===== config.mk =====
export PLATFORM = sky130hd
export DESIGN_NAME = ldpc_cnu_serial
export DESIGN_NICKNAME = d
export VERILOG_FILES = /design/src/rtl/ldpc_pkg.sv /design/src/rtl/ldpc_cnu_minfind.sv /design/src/rtl/ldpc_cnu_serial.sv
export SDC_FILE = /design/constraint.sdc
export NUM_CORES = 1
export LEC_CHECK = 0
export CORE_AREA = 2 2 105 97
export DETAILED_ROUTE_END_ITERATION = 16
export DIE_AREA = 0 0 107 99
export MAX_ROUTING_LAYER = met4
export PLACE_DENSITY = 0.6
export SYNTH_ARGS = -nofsm -noshare
export SYNTH_HDL_FRONTEND = slang
export SYNTH_SLANG_ARGS = --single-unit

===== constraint.sdc =====
create_clock -name clk -period 3.85 [get_ports clk]
set_clock_uncertainty 0.1 [all_clocks]
set_input_delay 0.5775 -clock clk [delete_from_list [all_inputs] [get_ports clk]]
set_output_delay 0.5775 -clock clk [all_outputs]
set_load 0.005 [all_outputs]

===== src/rtl/ldpc_pkg.sv =====
// Shared types and helpers for the serial offset min-sum check-node unit.
// Pure definitions: no logic, no latency, no flow control.
package ldpc_pkg;

    localparam int DATA_W_DEF = 8;

    typedef enum logic [1:0] {
        ST_IDLE    = 2'd0,
        ST_COLLECT = 2'd1,
        ST_EMIT    = 2'd2
    } state_e;

    // Largest magnitude representable in a w-bit two's-complement message
    function automatic int mag_max(input int w);
        return (1 << (w - 1)) - 1;
    endfunction

    // Beat-counter width; never collapse to zero bits for degree-1 builds
    function automatic int cnt_w(input int deg);
        return (deg > 1) ? $clog2(deg) : 1;
    endfunction

endpackage


===== src/rtl/ldpc_cnu_minfind.sv =====
// Per-lane min1/min2/idx1/sign-product tracker with sign store and c2v output (offset under LDPC_CNU_OFFSET_EN).
// Latency: state updates on the accepting edge; c2v is combinational from stored state and idx.
// Backpressure: none internally; acc and en from the parent gate every update.
module ldpc_cnu_minfind
    import ldpc_pkg::*;
#(
    parameter int DATA_W  = DATA_W_DEF,
    parameter int DEG_MAX = 24,
    parameter int CW      = cnt_w(DEG_MAX)
) (
    input  logic              clk,
    input  logic              rst,
    input  logic              en,
    input  logic              start,
    input  logic              acc,
    input  logic [CW-1:0]     idx,
    input  logic [DATA_W-1:0] msg,
    input  logic [DATA_W-2:0] offset,
    output logic              sprod_nxt,
    output logic [DATA_W-1:0] c2v
);

    localparam int MAG_MAX_I = mag_max(DATA_W);
    localparam logic [DATA_W-2:0] MAG_MAX = MAG_MAX_I[DATA_W-2:0];

    logic [DATA_W-2:0]  min1_q, min1_d, min2_q, min2_d;
    logic [CW-1:0]      idx1_q, idx1_d;
    logic               sprod_q, sprod_d;
    logic [DEG_MAX-1:0] sign_q, sign_d;

    logic [DATA_W-2:0]  min1_b, min2_b, mag_in, m_sel, m_off;
    logic [CW-1:0]      idx1_b;
    logic               sprod_b, sign_in, sign_out;
    logic [DATA_W-1:0]  neg, mag_ext;

    always_comb begin
        sign_in = msg[DATA_W-1];
        neg     = -msg;
        mag_in  = msg[DATA_W-2:0];
        if (sign_in) begin
            // The most negative code has no positive twin; clamp it to MAG_MAX
            mag_in = (msg[DATA_W-2:0] == '0) ? MAG_MAX : neg[DATA_W-2:0];
        end
        min1_b    = start ? MAG_MAX : min1_q;
        min2_b    = start ? MAG_MAX : min2_q;
        idx1_b    = start ? '0 : idx1_q;
        sprod_b   = start ? 1'b0 : sprod_q;
        sprod_nxt = sprod_b ^ sign_in;
    end

    always_comb begin
        min1_d  = min1_q;
        min2_d  = min2_q;
        idx1_d  = idx1_q;
        sprod_d = sprod_q;
        sign_d  = sign_q;
        if (acc) begin
            min1_d  = min1_b;
            min2_d  = min2_b;
            idx1_d  = idx1_b;
            sprod_d = sprod_nxt;
            sign_d[idx] = sign_in;
            // Strict compares so a tie keeps the earliest index as idx1
            if (mag_in < min1_b) begin
                min2_d = min1_b;
                min1_d = mag_in;
                idx1_d = idx;
            end else if (mag_in < min2_b) begin
                min2_d = mag_in;
            end
        end
    end

    always_ff @(posedge clk or posedge rst) begin
        if (rst) begin
            min1_q  <= '0;
            min2_q  <= '0;
            idx1_q  <= '0;
            sprod_q <= 1'b0;
            sign_q  <= '0;
        end else if (en) begin
            min1_q  <= min1_d;
            min2_q  <= min2_d;
            idx1_q  <= idx1_d;
            sprod_q <= sprod_d;
            sign_q  <= sign_d;
        end
    end

`ifdef LDPC_CNU_OFFSET_EN
    always_comb begin
        m_sel = (idx == idx1_q) ? min2_q : min1_q;
        m_off = (m_sel > offset) ? (m_sel - offset) : '0;
    end
`else
    logic unused_offset;
    assign unused_offset = ^offset;
    always_comb begin
        m_sel = (idx == idx1_q) ? min2_q : min1_q;
        m_off = m_sel;
    end
`endif

    always_comb begin
        sign_out = sprod_q ^ sign_q[idx];
        mag_ext  = {1'b0, m_off};
        c2v      = sign_out ? -mag_ext : mag_ext;
    end

endmodule


===== src/rtl/ldpc_cnu_serial.sv =====
// Serial multi-lane offset min-sum check-node unit (offset gated by LDPC_CNU_OFFSET_EN).
// Latency: first c2v beat valid the cycle after the last input beat is accepted.
// Backpressure: in_ready low during EMIT; output beats advance only on out_valid & out_ready & en.
module ldpc_cnu_serial
    import ldpc_pkg::*;
#(
    parameter int DATA_W  = DATA_W_DEF,
    parameter int DEG_MAX = 24,
    parameter int LANES   = 1
) (
    input  logic                    clk,
    input  logic                    rst,
    input  logic                    en,
    input  logic [DATA_W-2:0]       offset,
    input  logic                    in_valid,
    output logic                    in_ready,
    input  logic                    in_last,
    input  logic [LANES*DATA_W-1:0] in_msg,
    output logic                    out_valid,
    input  logic                    out_ready,
    output logic                    out_last,
    output logic [LANES*DATA_W-1:0] out_msg,
    output logic [LANES-1:0]        parity_ok,
    output logic                    ovf,
    output logic                    busy
);

    localparam int CW = cnt_w(DEG_MAX);
    localparam logic [CW-1:0] LAST_IDX = CW'(DEG_MAX - 1);

    state_e                  state_q, state_d;
    logic [CW-1:0]           cnt_q, cnt_d, last_idx_q, last_idx_d;
    logic                    ovf_q, ovf_d;
    logic [LANES-1:0]        parity_q, parity_d, sprod_nxt;
    logic [LANES*DATA_W-1:0] lane_c2v;
    logic                    in_acc, out_acc, row_end, row_start;

    assign in_acc    = in_valid & in_ready;
    assign out_acc   = out_valid & out_ready;
    // A full-degree beat closes the row even without in_last
    assign row_end   = in_acc & (in_last | (cnt_q == LAST_IDX));
    assign row_start = (state_q == ST_IDLE);
    assign parity_ok = parity_q;
    assign ovf       = ovf_q;

    always_ff @(posedge clk or posedge rst) begin
        if (rst) begin
            state_q <= ST_IDLE;
        end else if (en) begin
            state_q <= state_d;
        end
    end

    always_comb begin
        state_d = state_q;
        case (state_q)
            ST_IDLE:    if (in_acc) state_d = row_end ? ST_EMIT : ST_COLLECT;
            ST_COLLECT: if (row_end) state_d = ST_EMIT;
            ST_EMIT:    if (out_acc && out_last) state_d = ST_IDLE;
            default:    state_d = ST_IDLE;
        endcase
    end

    always_comb begin
        in_ready  = 1'b0;
        out_valid = 1'b0;
        out_last  = 1'b0;
        out_msg   = '0;
        busy      = (state_q != ST_IDLE);
        case (state_q)
            ST_IDLE, ST_COLLECT: in_ready = en & ~rst;
            ST_EMIT: begin
                out_valid = en & ~rst;
                out_last  = (cnt_q == last_idx_q);
                out_msg   = lane_c2v;
            end
            default: ;
        endcase
    end

    // One counter indexes input beats while collecting and output beats while emitting
    always_comb begin
        cnt_d      = cnt_q;
        last_idx_d = last_idx_q;
        ovf_d      = ovf_q;
        parity_d   = parity_q;
        if (row_end) begin
            cnt_d      = '0;
            last_idx_d = cnt_q;
            ovf_d      = ~in_last;
            parity_d   = ~sprod_nxt;
        end else if (in_acc) begin
            cnt_d = cnt_q + CW'(1);
        end else if (out_acc) begin
            cnt_d = out_last ? '0 : cnt_q + CW'(1);
        end
    end

    always_ff @(posedge clk or posedge rst) begin
        if (rst) begin
            cnt_q      <= '0;
            last_idx_q <= '0;
            ovf_q      <= 1'b0;
            parity_q   <= '0;
        end else if (en) begin
            cnt_q      <= cnt_d;
            last_idx_q <= last_idx_d;
            ovf_q      <= ovf_d;
            parity_q   <= parity_d;
        end
    end

    for (genvar i = 0; i < LANES; i++) begin : g_lane
        ldpc_cnu_minfind #(
            .DATA_W  (DATA_W),
            .DEG_MAX (DEG_MAX),
            .CW      (CW)
        ) u_minfind (
            .clk       (clk),
            .rst       (rst),
            .en        (en),
            .start     (row_start),
            .acc       (in_acc),
            .idx       (cnt_q),
            .msg       (in_msg[i*DATA_W +: DATA_W]),
            .offset    (offset),
            .sprod_nxt (sprod_nxt[i]),
            .c2v       (lane_c2v[i*DATA_W +: DATA_W])
        );
    end

endmodule


==> key figures, run 1 <==
Synth
  – Syn Inst Count: 406
  – Yosys top cell area share: 38.91%
  – YS warnings: 0
  – Unique masters post-synth: 61
  – Synth area leader: dfrtp_1
  – Avg Cell Area, Syn: 9.187 µm²
  – Top cells by area, synth: dfrtp_1, o21ai_0, ha_1
  – Post-synth EDFFs: 0
  – Register area share after synthesis: 38.91%
  – Synth Flop Type: dfrtp_1
  – Cell area after synthesis: 3730 µm²
  – Ys async rst share: 100.0%
  – Post-synthesis register bit count: 58
  – Net Count, Synth: 444

Worst setup path
  – Crit Path Class: primary input to flop
  – CP cell instances: clkdlybuf4s50_1 -> nor3_1 -> o211ai_1 -> a21oi_1 -> a31oi_2 -> ha_1 -> a211o_1 -> or4_4 -> a41oi_4 -> o21ai_1 -> buf_4 -> a22o_1
  – Worst Setup Start Kind: primary input
  – Worst reg2reg setup slack: 0.66 ns
  – R2R Path End: g_lane[0].u_minfind.idx1_q[2]
  – Slowest stage delay, CP: 0.57 ns
  – CP Capture Type: flop
  – Worst reg-to-reg path cell count: 10
  – CP max stage cell: or4_4
  – Critical Path RT: 3.97 ns
  – CP max FO: 5
  – R2R Path Start: state_q[0]
  – Worst Path Arrival: 3.88 ns

Clock network
  – Num CTS Buffers: 9
  – Root buffer cell: clkbuf_8
  – Latest clock arrival within the worst-skew pair: 0.34 ns
  – H-tree depth: 3
  – Max clock buf depth: 2
  – Hold buffer count at CTS: 0
  – Clock sink total: 58
  – Worst-path clk slew: 0.07 ns
  – CTS tree: done

Die
  – Die footprint: 10590 µm²
  – Starting Density: 39.32%
  – Rows: 34
  – Die Wd: 107 µm
  – IO Count: 35
  – Die height: 99 µm
  – Core Footprint: 9487 µm²

Global route
  – Initial antenna violation count: 0
  – Largest net degree at the start of global routing: 31
  – Number of global-route vias before repair: 3102
  – Gr usage total: 20.06%
  – Grt ovf: 0
  – First-pass GRT wire length: 16.01 mm

Layout
  – Synth-to-Final Area Change: 28.31%
  – Layout cell share with drive strength beyond 1: 22.15%
  – Antenna Cells: 0
  – Non-Filler Instances: 600
  – Multi-input gate area: 2341 µm²
  – Storage element area: 1453 µm²
  – Nets: 508
  – Final core utilization: 50.45%
  – Design Area, Final: 4786 µm²
  – Layout fillers: 868
  – Most common cell after layout, fill and taps aside: dfrtp_1
  – Most frequent cells in the layout: dfrtp_1, o21ai_0, nand2_1, buf_4, nand3_1

Timing
  – Setup total negative slack: 0 ns
  – Fin crit share: 97.46%
  – FMAX: 266.5 MHz
  – RSZ-0062 raised after global routing: no
  – Tightest Pin Transition: 1.142 ns
  – Slew Viols, Final: 0
  – Slew HR: 23.09%
  – Setup Viol. Count Final: 0
  – Final number of hold-violating endpoints: 0
  – Min cycle time layout: 3.752 ns

Worst hold path
  – Hold path depth: 2
  – Hold WC Path Type: flop to flop
  – WHS Endpoint: g_lane[0].u_minfind.sign_q[3]
  – HP Start: g_lane[0].u_minfind.sign_q[3]

Outcome
  – Status: completed

Placement
  – Post-DP HPWL: 7.138 mm
  – Placed Area: 4399 µm²
  – Post-Place Cells: 582
  – RD Place Congestion: 0.8998
  – Port buffer count: 27

Detailed routing
  – TritonRoute pass-1 iters: 5
  – Total Routed Length: 9.892 mm
  – Drt initial violations: 151
  – Routed wire per std cell: 16.49 µm
  – Vias per inst: 5.608
  – DRT antenna net count: 0
  – Vias: 3365
  – Post-route DRC: 0

Power and ir drop
  – Leak Pwr: 1.977 nW
  – Total chip power: 3.035 mW
  – Max VDD drop: 0.2513 mV
  – PD cells: 634.2 nW/µm²

Run
  – Maxcap violations: 0
cell usage after synthesis (all sizes together) (5+ instances only):
master / n
dfrtp: 58
o21ai: 50
nand2: 46
nand3: 35
nor2: 29
ha: 17
clkbuf: 12
inv: 11
nor3: 11
a21oi: 8
nor3b: 8
xnor2: 8
o221a: 7
o22a: 7
a21o: 6
a22o: 6
buf: 6
mux4: 6
or4: 6
mux2i: 5
area by class of cell:
class                           instances  area share, %
Clock buffer                           13          3.320
Clock inverter                          2         0.2614
Inverter                               11         0.8627
Multi-Input combinational cell        320          48.92
Sequential cell                        58          30.35
Tap cell                              126          3.294
Timing Repair Buffer                   70          12.99
through the flow:
step	hold WS (ns)	worst slack, ns
global route	0.4098	0.01930
floorplan	0.3435	0.06424
CTS	0.3834	0.02409
detailed placement	0.3685	-0.5879
global placement	0.3590	-0.4836
finish	0.3778	0.09796
registers in the layout, indices dropped and copies added, names as in the netlist:
name and count:
g_lane.u_minfind.sign_q 24, g_lane.u_minfind.min1_q 7, g_lane.u_minfind.min2_q 7, cnt_q 5, g_lane.u_minfind.idx1_q 5, last_idx_q 5, state_q 2, g_lane.u_minfind.sprod_q 1
ovf 1, parity_ok 1
metal layers:
layer / wire [µm] / global-route usage, % / vias to the layer above / share of wire (%)
li1: - / - / 1648 / -
met1: 4734 / 28.09 / 1618 / 48
met2: 4559 / 29.25 / 86 / 46
met3: 439 / 3.505 / 13 / 4.4
met4: 158 / 7.093 / 0 / 1.6
met5: 0 / - / - / 0
cell families after synthesis:
group | Yosys count | share of synthesized area, %
xor gates and xnor gates | 11 | 2.785
adders and majority gates | 17 | 5.703
buffers and inverters | 29 | 3.220
AOI/OAI and AO/OA | 117 | 22.01
muxes | 15 | 6.172
DFF | 58 | 38.91
and+or+nand+nor | 159 | 21.20
worst max-delay path by stage:
stage | slack, ns | cells after the start | start | end
3_3_place_gp | -0.48 | 15 | in_msg[0] | g_lane[0].u_minfind.min2_q[4]
5_1_grt | 0.02 | 12 | in_msg[2] | g_lane[0].u_minfind.idx1_q[2]
3_5_place_dp | -0.59 | 15 | in_msg[0] | g_lane[0].u_minfind.min2_q[1]
4_1_cts | 0.02 | 10 | cnt_q[0] | out_msg[4]
2_1_floorplan | 0.06 | 15 | in_msg[0] | g_lane[0].u_minfind.min2_q[1]
6_report | 0.1 | 12 | in_msg[2] | g_lane[0].u_minfind.idx1_q[2]
what timing repair did:
action	4_1_cts	5_1_grt
setup buffers	0	2
pin swaps	3	15
resized for setup	13	28
cloned	0	1
setup endpoints to repair	24	24
power breakdown:
part	internal, mW	switching [mW]
clock network	0.265	0.240
logic	0.714	0.800
registers	0.792	0.225
critical path: cells and delay by family:
family / cells / cell delay [ns]
simple gates: 2 / 0.99
compound gates: 7 / 1.33
buf+inv: 2 / 0.65
fa+ha+maj: 1 / 0.32
No activity file was read; power rests on OpenSTA's default activity.
==> run 2: changes to the inputs <==
--- a/config.mk
+++ b/config.mk
@@ -9,7 +9,7 @@
 export DETAILED_ROUTE_END_ITERATION = 16
 export DIE_AREA = 0 0 107 99
 export MAX_ROUTING_LAYER = met4
-export PLACE_DENSITY = 0.6
+export PLACE_DENSITY = 0.69
 export SYNTH_ARGS = -nofsm -noshare
 export SYNTH_HDL_FRONTEND = slang
 export SYNTH_SLANG_ARGS = --single-unit
==> run 2 against run 1 <==
Against the previous run: design area shrank 0.10%; critical path depth is the same; non-clock buffer count grew 1; largest cell class unchanged; first-iteration DRC count grew 36%.
==> key figures, run 2 (same netlist as run 1, synthesis figures left out) <==
Worst setup path
  – CP max FO: 7
  – Worst reg2reg setup slack: 0.61 ns
  – Worst Setup Start Kind: primary input
  – Crit Path Class: primary input to flop
  – Worst Path Arrival: 3.90 ns
  – Worst reg-to-reg path cell count: 10
  – R2R Path Start: state_q[0]
  – CP startpoint: in_msg[3]
  – Critical Path RT: 4.02 ns
  – R2R Path End: g_lane[0].u_minfind.min2_q[0]
  – CP Capture Type: flop
  – Critical Path Sink: g_lane[0].u_minfind.min2_q[0]

Clock network
  – Max clock buf depth: 2
  – H-tree depth: 3
  – Clock sink total: 58
  – Num CTS Buffers: 9
  – Root buffer cell: clkbuf_8
  – Hold buffer count at CTS: 0
  – Latest clock arrival within the worst-skew pair: 0.34 ns
  – CTS tree: done
  – Worst-path clk slew: 0.07 ns

Global route
  – Initial antenna violation count: 0
  – First-pass GRT wire length: 16.44 mm
  – Grt ovf: 0
  – Gr usage total: 20.10%
  – Number of global-route vias before repair: 3308
  – Largest net degree at the start of global routing: 39

Timing
  – Final hold slack: 0.3791 ns
  – FMAX: 268.4 MHz
  – Min cycle time layout: 3.726 ns
  – Tightest Pin Transition: 0.7838 ns
  – RSZ-0062 raised after global routing: no
  – Slew Viols, Final: 0
  – Setup total negative slack: 0 ns
  – Final number of hold-violating endpoints: 0
  – Setup Viol. Count Final: 0
  – Slew HR: 47.39%
  – Fin crit share: 96.78%

Detailed routing
  – Total Routed Length: 9.745 mm
  – Vias: 3403
  – Vias per inst: 5.672
  – Post-route DRC: 0
  – Routed wire per std cell: 16.24 µm
  – Drt initial violations: 206
  – TritonRoute pass-1 iters: 5
  – DRT antenna net count: 0

Layout
  – Synth-to-Final Area Change: 28.18%
  – Non-Filler Instances: 600
  – Most frequent cells in the layout: dfrtp_1, o21ai_0, nand2_1, buf_4, nand3_1
  – Max reg flops: 24
  – Most common cell after layout, fill and taps aside: dfrtp_1
  – Top flop regs: g_lane.u_minfind.sign_q x24, g_lane.u_minfind.min1_q x7, g_lane.u_minfind.min2_q x7
  – Antenna Cells: 0
  – Layout cell share with drive strength beyond 1: 22.78%
  – Most flop-heavy register: g_lane.u_minfind.sign_q
  – Nets: 509

Outcome
  – Status: completed

Die
  – Die height: 99 µm
  – Starting Density: 39.32%
  – Rows: 34
  – IO Count: 35
  – Die footprint: 10590 µm²
  – Die Wd: 107 µm
  – Core Footprint: 9487 µm²

Power and ir drop
  – Pint: 1.763 mW
  – Total chip power: 3.038 mW
  – Clock power share: 15.6%
  – Switching share of power: 41.96%
  – Max VDD drop: 0.2870 mV
  – Sequential power share: 33.1%
  – Comb power frac: 51.3%
  – PD cells: 635.4 nW/µm²
  – Sw Pwr: 1.275 mW
  – Leak Pwr: 1.977 nW

Placement
  – Post-DP HPWL: 6.974 mm
  – Port buffer count: 27
  – Post-Place Cells: 582
  – RD Place Congestion: 0.9180

Run
  – Maxcap violations: 0

Worst hold path
  – Hold WC Path Type: flop to flop
==> run 2: cell count changes in the layout (fill, tap and decap cells not counted), sizes merged <==
cell | before | now
clkinv | 1 | 2
buf | 43 | 44
clkbuf | 13 | 11
==> run 2: metrics by stage <==
stage	util (%)	cell area [µm²]	setup slack, ns
2_1_floorplan	-	3730	0.06424
3_3_place_gp	46.37	4399	-0.5082
3_5_place_dp	46.37	4399	-0.6015
4_1_cts	48.60	4611	-0.005144
5_1_grt	50.40	4781	0.008785
6_report	50.40	4781	0.1239
==> run 2: power groups by stage <==
stage | Combinational [mW] | Sequential (mW) | Clock (mW)
final | 1.56 | 1.01 | 0.473
after detailed placement | 1.38 | 0.997 | 0
after global placement | 1.34 | 0.990 | 0
after CTS | 1.43 | 0.987 | 0.479
after global routing | 1.72 | 1.03 | 0.509
after floorplan | 0.950 | 0.932 | 0
==> run 2: how the worst min path moves through the flow <==
stage          slack (ns)  depth (start not counted)                             end                           start
6_report             0.38                          2                             ovf                             ovf
5_1_grt              0.41                          2  g_lane[0].u_minfind.sign_q[12]  g_lane[0].u_minfind.sign_q[12]
3_5_place_dp         0.37                          2  g_lane[0].u_minfind.sign_q[14]  g_lane[0].u_minfind.sign_q[14]
4_1_cts              0.38                          2  g_lane[0].u_minfind.sign_q[14]  g_lane[0].u_minfind.sign_q[14]
3_3_place_gp         0.36                          2  g_lane[0].u_minfind.sign_q[17]  g_lane[0].u_minfind.sign_q[17]
2_1_floorplan        0.34                          2  g_lane[0].u_minfind.sign_q[10]  g_lane[0].u_minfind.sign_q[10]
==> run 2: per-layer routing <==
| metal | global-route usage, % | vias up | part of all wire (%) |
|---|---|---|---|
| met5 | - | - | 0 |
| met4 | 7.992 | 0 | 2.0 |
| met1 | 28.41 | 1656 | 49 |
| met2 | 29.25 | 84 | 46 |
| li1 | - | 1645 | - |
| met3 | 2.646 | 18 | 3.8 |
==> run 2: area by class of cell <==
cell class | instances | area (µm²)
clock buffer | 11 | 141.4
clock inverter | 3 | 17.52
fill | 870 | 4706
inverter | 11 | 41.29
multi-input combinational | 320 | 2341
sequential | 58 | 1453
tap | 126 | 157.7
timing repair buffer | 71 | 629.4
==> run 2: critical path, cell delays in order <==
cell and delay, ns:
clkdlybuf4s50_1 0.41, or4_4 0.42, o211ai_1 0.20, a21oi_1 0.11, a31oi_2 0.20, ha_1 0.28, a211o_1 0.31, or4_4 0.57
a41oi_4 0.33, buf_6 0.17, or3_4 0.12, o221a_2 0.18
==> run 2: timing repair <==
item                       CTS  global route
setup buffers                0             3
resized for setup           11            32
setup endpoints to repair   19            24
pin swaps                    2            18
cloned                       0             1
